File: src/rtl/aibnd_dcc_pkg.sv
`default_nettype none
// ============================================================================
// Module      : aibnd_dcc_pkg
// Description : Shared types and constants for the AIB DCC calibration path.
// Revision    : 1.0  initial release
// ============================================================================
package aibnd_dcc_pkg;

    localparam int         DCC_CODE_W   = 5;
    localparam logic [4:0] DCC_CODE_MAX = 5'd31;
    localparam int         CLR_CYC      = 2;

    typedef enum logic [2:0] {
        IDLE   = 3'd0,
        CLR    = 3'd1,
        SETTLE = 3'd2,
        VOTE   = 3'd3,
        DECIDE = 3'd4,
        STEP   = 3'd5,
        LOCK   = 3'd6,
        FAIL   = 3'd7
    } dcc_state_e;

    // Number of ones in a window of n samples that counts as a majority.
    function automatic logic [3:0] vote_threshold(input int n);
        return 4'((n + 1) / 2);
    endfunction

endpackage : aibnd_dcc_pkg
`default_nettype wire

File: src/rtl/aibnd_dcc_vote.sv
`default_nettype none
// ============================================================================
// Module      : aibnd_dcc_vote
// Description : Two-flop synchronizer for the duty-cycle phase detector plus a
//               windowed ones-counter with majority output. i_start opens a
//               window of VOTE_N samples; o_last flags the final sample cycle
//               and o_valid holds until the next window is opened.
// Revision    : 1.0  initial release
// ============================================================================
module aibnd_dcc_vote
    import aibnd_dcc_pkg::*;
#(
    parameter int VOTE_N = 7
) (
    input  logic clk,
    input  logic nrst,
    input  logic i_pd_async,
    input  logic i_start,
    output logic o_last,
    output logic o_valid,
    output logic o_majority
);

    logic       r_pd_s1;
    logic       r_pd_s2;
    logic       r_active;
    logic [3:0] r_cnt;
    logic [3:0] r_ones;
    logic       r_valid;
    logic       w_last;

    assign w_last     = r_active && (r_cnt == 4'(VOTE_N - 1));
    assign o_last     = w_last;
    assign o_valid    = r_valid;
    assign o_majority = (r_ones >= vote_threshold(VOTE_N));

    // Bring the asynchronous detector output into the clk domain.
    always_ff @(posedge clk or negedge nrst) begin
        if (!nrst) begin
            r_pd_s1 <= 1'b0;
            r_pd_s2 <= 1'b0;
        end else begin
            r_pd_s1 <= i_pd_async;
            r_pd_s2 <= r_pd_s1;
        end
    end

    // Accumulate one synchronized sample per cycle across the vote window.
    always_ff @(posedge clk or negedge nrst) begin
        if (!nrst) begin
            r_active <= 1'b0;
            r_cnt    <= 4'd0;
            r_ones   <= 4'd0;
            r_valid  <= 1'b0;
        end else if (i_start) begin
            r_active <= 1'b1;
            r_cnt    <= 4'd0;
            r_ones   <= 4'd0;
            r_valid  <= 1'b0;
        end else if (r_active) begin
            r_ones <= r_ones + {3'b000, r_pd_s2};
            r_cnt  <= r_cnt + 4'd1;
            if (w_last) begin
                r_active <= 1'b0;
                r_valid  <= 1'b1;
            end
        end
    end

endmodule : aibnd_dcc_vote
`default_nettype wire

File: src/rtl/aibnd_dcc_cal_ctrl.sv
`default_nettype none
// ============================================================================
// Module      : aibnd_dcc_cal_ctrl
// Description : DCC calibration sequencer. Sweeps the up-only DCC counter one
//               code at a time, settles, majority-votes the phase detector and
//               locks on the first satisfied code or fails on saturation.
// Revision    : 1.0  initial release
// ============================================================================
module aibnd_dcc_cal_ctrl
    import aibnd_dcc_pkg::*;
#(
    parameter int SETTLE_CYC = 16,
    parameter int VOTE_N     = 7
) (
    input  logic                  clk,
    input  logic                  nrst,
    input  logic                  cal_start,
    input  logic                  pd_out,
    input  logic                  cnt_full,
    input  logic [DCC_CODE_W-1:0] cnt_q,
    output logic                  cnt_dir,
    output logic                  cnt_hold,
    output logic                  cnt_nrst,
    output logic                  cal_busy,
    output logic                  cal_done,
    output logic                  cal_fail,
    output logic [DCC_CODE_W-1:0] cal_code
);

    dcc_state_e            r_state;
    dcc_state_e            w_nxt;
    logic [7:0]            r_cyc;
    logic                  r_start_q;
    logic                  w_start_rise;
    logic                  w_vote_start;
    logic                  w_vote_last;
    logic                  w_vote_valid;
    logic                  w_vote_major;
    logic                  r_cnt_dir;
    logic                  r_cnt_hold;
    logic                  r_cnt_nrst;
    logic                  r_busy;
    logic                  r_done;
    logic                  r_fail;
    logic [DCC_CODE_W-1:0] r_code;

    // Reset value of 1 keeps a start level held through reset from retriggering.
    always_ff @(posedge clk or negedge nrst) begin
        if (!nrst) r_start_q <= 1'b1;
        else       r_start_q <= cal_start;
    end

    assign w_start_rise = cal_start && !r_start_q;

    aibnd_dcc_vote #(
        .VOTE_N (VOTE_N)
    ) u_vote (
        .clk        (clk),
        .nrst       (nrst),
        .i_pd_async (pd_out),
        .i_start    (w_vote_start),
        .o_last     (w_vote_last),
        .o_valid    (w_vote_valid),
        .o_majority (w_vote_major)
    );

    // State register.
    always_ff @(posedge clk or negedge nrst) begin
        if (!nrst) r_state <= IDLE;
        else       r_state <= w_nxt;
    end

    // Per-state cycle counter, cleared on every state entry or restart.
    always_ff @(posedge clk or negedge nrst) begin
        if (!nrst)                                 r_cyc <= 8'd0;
        else if ((w_nxt != r_state) || w_start_rise) r_cyc <= 8'd0;
        else                                       r_cyc <= r_cyc + 8'd1;
    end

    // Next-state logic; a start rise overrides whatever the state decided.
    always_comb begin
        w_nxt        = r_state;
        w_vote_start = 1'b0;
        case (r_state)
            IDLE:   w_nxt = IDLE;
            CLR:    if (r_cyc == 8'(CLR_CYC - 1)) w_nxt = SETTLE;
            SETTLE: begin
                if (r_cyc == 8'(SETTLE_CYC - 1)) begin
                    w_nxt        = VOTE;
                    w_vote_start = 1'b1;
                end
            end
            VOTE:   if (w_vote_last) w_nxt = DECIDE;
            DECIDE: begin
                if (w_vote_valid && !w_vote_major) w_nxt = LOCK;
                else if (cnt_full)                 w_nxt = FAIL;
                else                               w_nxt = STEP;
            end
            STEP:   w_nxt = SETTLE;
            LOCK:   w_nxt = LOCK;
            FAIL:   w_nxt = FAIL;
            default: w_nxt = IDLE;
        endcase
        if (w_start_rise) begin
            w_nxt        = CLR;
            w_vote_start = 1'b0;
        end
    end

    // Status and counter-reset outputs follow the state being entered.
    always_ff @(posedge clk or negedge nrst) begin
        if (!nrst) begin
            r_cnt_nrst <= 1'b0;
            r_busy     <= 1'b0;
            r_done     <= 1'b0;
            r_fail     <= 1'b0;
            r_code     <= '0;
        end else begin
            r_cnt_nrst <= !((w_nxt == IDLE) || (w_nxt == CLR));
            r_busy     <= (w_nxt == CLR) || (w_nxt == SETTLE) || (w_nxt == VOTE) ||
                          (w_nxt == DECIDE) || (w_nxt == STEP);
            r_done     <= (w_nxt == LOCK);
            r_fail     <= (w_nxt == FAIL);
            if (w_nxt == CLR)
                r_code <= '0;
            else if ((r_state == DECIDE) && ((w_nxt == LOCK) || (w_nxt == FAIL)))
                r_code <= cnt_q;
        end
    end

    // Increment strobe launched on negedge so clk & dir is glitch-free.
    always_ff @(negedge clk or negedge nrst) begin
        if (!nrst) begin
            r_cnt_dir  <= 1'b0;
            r_cnt_hold <= 1'b1;
        end else begin
            r_cnt_dir  <= (r_state == STEP);
            r_cnt_hold <= (r_state != STEP);
        end
    end

    assign cnt_dir  = r_cnt_dir;
    assign cnt_hold = r_cnt_hold;
    assign cnt_nrst = r_cnt_nrst;
    assign cal_busy = r_busy;
    assign cal_done = r_done;
    assign cal_fail = r_fail;
    assign cal_code = r_code;

endmodule : aibnd_dcc_cal_ctrl
`default_nettype wire

File: config.mk
export PLATFORM = sky130hd
export DESIGN_NAME = aibnd_dcc_cal_ctrl
export DESIGN_NICKNAME = d
export VERILOG_FILES = /design/src/rtl/aibnd_dcc_pkg.sv /design/src/rtl/aibnd_dcc_vote.sv /design/src/rtl/aibnd_dcc_cal_ctrl.sv
export SDC_FILE = /design/constraint.sdc
export NUM_CORES = 1
export LEC_CHECK = 0
export CAP_MARGIN = 30
export CORE_MARGIN = 5
export CORE_UTILIZATION = 45
export DETAILED_ROUTE_END_ITERATION = 12
export PLACE_DENSITY = 0.64
export SETUP_SLACK_MARGIN = 0.15
export SYNTH_ARGS = -nofsm -noshare
export SYNTH_HDL_FRONTEND = slang
export SYNTH_SLANG_ARGS = --single-unit
export TNS_END_PERCENT = 5
File: constraint.sdc
create_clock -name clk -period 3.3 [get_ports clk]
set_input_delay 0.66 -clock clk [delete_from_list [all_inputs] [get_ports clk]]
set_output_delay 0.66 -clock clk [all_outputs]
set_load 0.02 [all_outputs]
# After elaboration in Yosys (flattened, before gate mapping)
# Cells that the tools add are included.
[classes]
n_addsub = 3
mul = 0
div = 0
n_lt_le_gt_ge = 1
eq_ne = 19
n_shift = 0
mux = 23
bitwise_logic = 0
n_reduce_logical = 20
[op_table]
columns = ["op", "n"]
rows = [
  ["3-bit == test, second input constant", 8],
  ["3-bit one-hot mux with 8 select lines", 1],
  ["4-bit two-way mux", 4],
  ["3-bit by 2-bit == test with 1-bit output, second input constant", 4],
  ["3-bit two-way mux", 4],
  ["5-bit two-way mux", 2],
  ["1-bit two-way mux", 9],
  ["8-bit by 1-bit adder with 8-bit output, second input constant", 1],
  ["8-bit by 1-bit == test with 1-bit output, second input constant", 1],
  ["8-bit by 4-bit == test with 1-bit output, second input constant", 1],
  ["8-bit two-way mux", 1],
  ["1-bit logical OR", 7],
  ["3-bit by 1-bit == test with 1-bit output, second input constant", 2],
  ["3-bit zero test", 2],
  ["2-bit nonzero test", 3],
  ["4-bit by 1-bit adder with 4-bit output", 1],
  ["4-bit by 1-bit adder with 4-bit output, second input constant", 1],
  ["4-bit by 3-bit == test with 1-bit output, second input constant", 1],
  ["4-bit by 3-bit greater-or-equal comparator with 1-bit output, second input constant", 1],
  ["1-bit logical AND", 4],
  ["2-bit two-way mux", 2],
  ["1-bit zero test", 3],
  ["3-bit != test", 1],
  ["3-bit != test, second input constant", 1],
  ["2-bit AND reduction", 1],
]
[word_totals]
reg_bits = 35
latch_bits = 0
ramBits = 0
romBits = 0
inputBits = 10
out_inout_bits = 11
word_cells = 82
memories = 0

# Longest topological paths before layout
[logic_depth]
word_depth = 11
ltp_mapped = 7
depth_no_buf = 7

# By module
# From an unflattened synthesis, not the netlist that was laid out.
[unflattened]
hier_cells = 154
hier_area_um2 = 1701.6
[by_module_without_submodules]
columns = ["mod", "n_inst", "cells_each", "area_each_um2", "seq_area_each_um2"]
rows = [
  ["aibnd_dcc_cal_ctrl", 1, 107, 1121.1, 578.1],
  ["aibnd_dcc_vote", 1, 47, 580.6, 300.3],
]

==> out/qor.yml <==
p_switching_uw: 475
layout_commonest_cell: "dfrtp_1"
synth_top_area_cell: "dfrtp_1"
rsz0062_at_grt: "true"
routedWlPerCell_um: 13.6
dp_cells: 212
start_kind: "flop"
synth_top_area_share_pct: 48.4
fin_nets: 187
peakVddDrop_mv: 0.401
end_kind: "output port"
vias_per_cell: 5.17
finalHoldViolCount: 0
core_um2: 3610
grt_overflow: 0
p_comb_share_pct: 29.0
synth-warning-count: 0
cts-root-buf: "clkbuf_8"
clock-sinks: 35
ctsHoldBuffers: 0
area_growth_pct: 21.1
port_buffers: 20
clkTransAtPathRegs_ps: 60
critPathTopFamily: "flip-flops"
ys_seq_area_share_pct: 53.1
cts_tree: "built"
num_rows: 22
cts_setup_buffers: 0
outcome: "complete, no violations"
numCtsBuffers: 5
slew_viol_final: 0
grt_pass1_vias: 1132
wl_um: 3000
antenna_found_initial: 0
synth_cell_type_count: 39
slew_headroom_pct: 54.2
die_h_um: 70.6
timing.setup.tns_ps: 0
switching_share_pct: 34.3
p_seq_share_pct: 46.8
drc: 0
syn_nets: 162
vias: 1138
layout-drive-gt1-share_pct: 11.6
final_cell_mix: "32 x dfrtp_1, 18 x clkdlybuf4s50_1, 13 x nor2_1"
netlist_instances: 146
postSynthAreaPerCell_um2: 11.3
p_int_uw: 911
die_area_um2: 4990
drt_pass1_iterations: 4
gp_congestion: 0.761
path_class: "flop to output port"
p_leak_uw: 0.000920
setup_viol: 0
track_usage_pct: 13.4
grt_pass1_wl_um: 5180
layout.cells.non_filler: 220
crit_required_ps: 2640
cap_viol_max_count: 0
max_stage_delay_ps: 510
cp.arrival_ps: 2610
start_util_pct: 45.8
synth.area.top_cells: "dfrtp_1 48%, mux2i_1 4.8%, ha_1 4.5%"
crit_buf_inv: 1
clk_path_buf_depth: 2
nFillCells: 327
slowest_stage: "dfstp_2"
pwr-share-clk_pct: 24.1
ys_seq_elements: 35
diodes: 0
io_pins: 21
postRouteAntennaNets: 0
fin_skew_ps: 60.9
cp_max_fo: 1
worstMarginPinSlew_ps: 687
htree_levels: 2
cp_cell_sequence: "buf_6"
hpwlAfterDp_um: 2300
hp-class: "flop to flop"
grt_max_degree: 19
netlist_area_um2: 1650
power_density_nw_per_um2: 692
drt_iter0_drc: 96
insertion_delay_ps: 340
fp.dieW_um: 70.6
state kept, by name, indices dropped and copies added (netlist names):
register,cells
r_start_q,1
u_vote.r_cnt,4
cal_fail,1
u_vote.o_valid,1
cnt_hold,1
cal_done,1
r_state,3
cal_code,5
cnt_nrst,1
r_cyc,8
u_vote.r_active,1
u_vote.r_pd_s2,1
cal_busy,1
cnt_dir,1
u_vote.r_ones,4
u_vote.r_pd_s1,1
metrics by stage:
step | util [%] | hold slack [ps] | power (uW) | area [um2] | setup slack, ps
floorplan | - | 331 | 950 | 1650 | 436
global placement | 52.8 | 333 | 1030 | 1900 | -96.3
detailed placement | 52.8 | 342 | 1070 | 1900 | -92.6
CTS | 55.6 | 356 | 1400 | 2010 | 22.2
global route | 55.5 | 369 | 1490 | 2000 | -4.74
finish | 55.5 | 351 | 1390 | 2000 | 29.2
synth_stat cells:
library cell	count
dfrtp_1	32
nor2_1	13
inv_1	9
nor3_1	9
a21oi_1	8
mux2i_1	8
xor2_1	8
nand2_1	7
ha_1	6
nand4_1	4
nor2b_1	4
a31oi_1	3
and3_1	3
xnor2_1	3
buf_2	2
dfstp_2	2
nand3b_1	2
nor3b_1	2
a211o_1	1
a21o_1	1
a31oi_2	1
and2_1	1
and4b_4	1
buf_1	1
buf_6	1
dfrtn_1	1
nand2b_1	1
nand3_1	1
nand4b_2	1
nor2_2	1
nor4_4	1
o2111ai_1	1
o2111ai_4	1
o211ai_1	1
o21a_1	1
o21ai_0	1
o311ai_1	1
o31ai_2	1
or4_1	1
kinds of logic after synthesis:
family	count (synthesis)	synth area share, %
muxes	8	4.85
DFF	35	53.1
adders and majority gates	6	4.54
xor gates and xnor gates	11	5.83
and+or+nand+nor	52	18.2
buffers and inverters	13	3.56
AOI/OAI and AO/OA	21	9.92
final cells by class:
class	instances	area (um2)	area share [%]
Multi-Input combinational cell	98	716	35.7
Timing Repair Buffer	22	214	10.7
Tap cell	48	60.1	3.00
Inverter	8	30.0	1.50
Sequential cell	35	878	43.9
Clock buffer	7	96.3	4.81
Clock inverter	2	7.51	0.375
per-layer routing:
layer	global-route usage (%)	up-vias	wire, um
li1	-	557	-
met1	17.1	560	1310
met2	20.7	14	1510
met3	3.55	7	103
met4	7.52	0	70
met5	0	-	0
power groups by stage:
stage,combinational [uW],clock [uW],sequential [uW]
2_1_floorplan,332,3.79,615
3_3_place_gp,385,3.79,645
3_5_place_dp,408,3.79,657
4_1_cts,409,343,649
5_1_grt,453,371,665
6_report,403,335,649
repair_timing:
action / 4_1_cts / 5_1_grt
endpoints found under the setup margin: 2 / 2
resized for setup: 9 / 2
pin swaps: 0 / 0
path summary, 6_finish.rpt:
kind	startpoint	end	slack, ps	depth (start not counted)
setup / recovery	cnt_hold	cnt_hold	30	1
hold / removal	u_vote.r_pd_s1	u_vote.r_pd_s2	350	0
setup reg to reg	r_state[0]	cnt_dir	670	3
hold reg to reg	u_vote.r_pd_s1	u_vote.r_pd_s2	350	0
max in group asynchronous	nrst	cnt_hold	850	1
min in group asynchronous	nrst	u_vote.o_valid	590	1
Note: power is estimated with default switching activity, not from simulation.
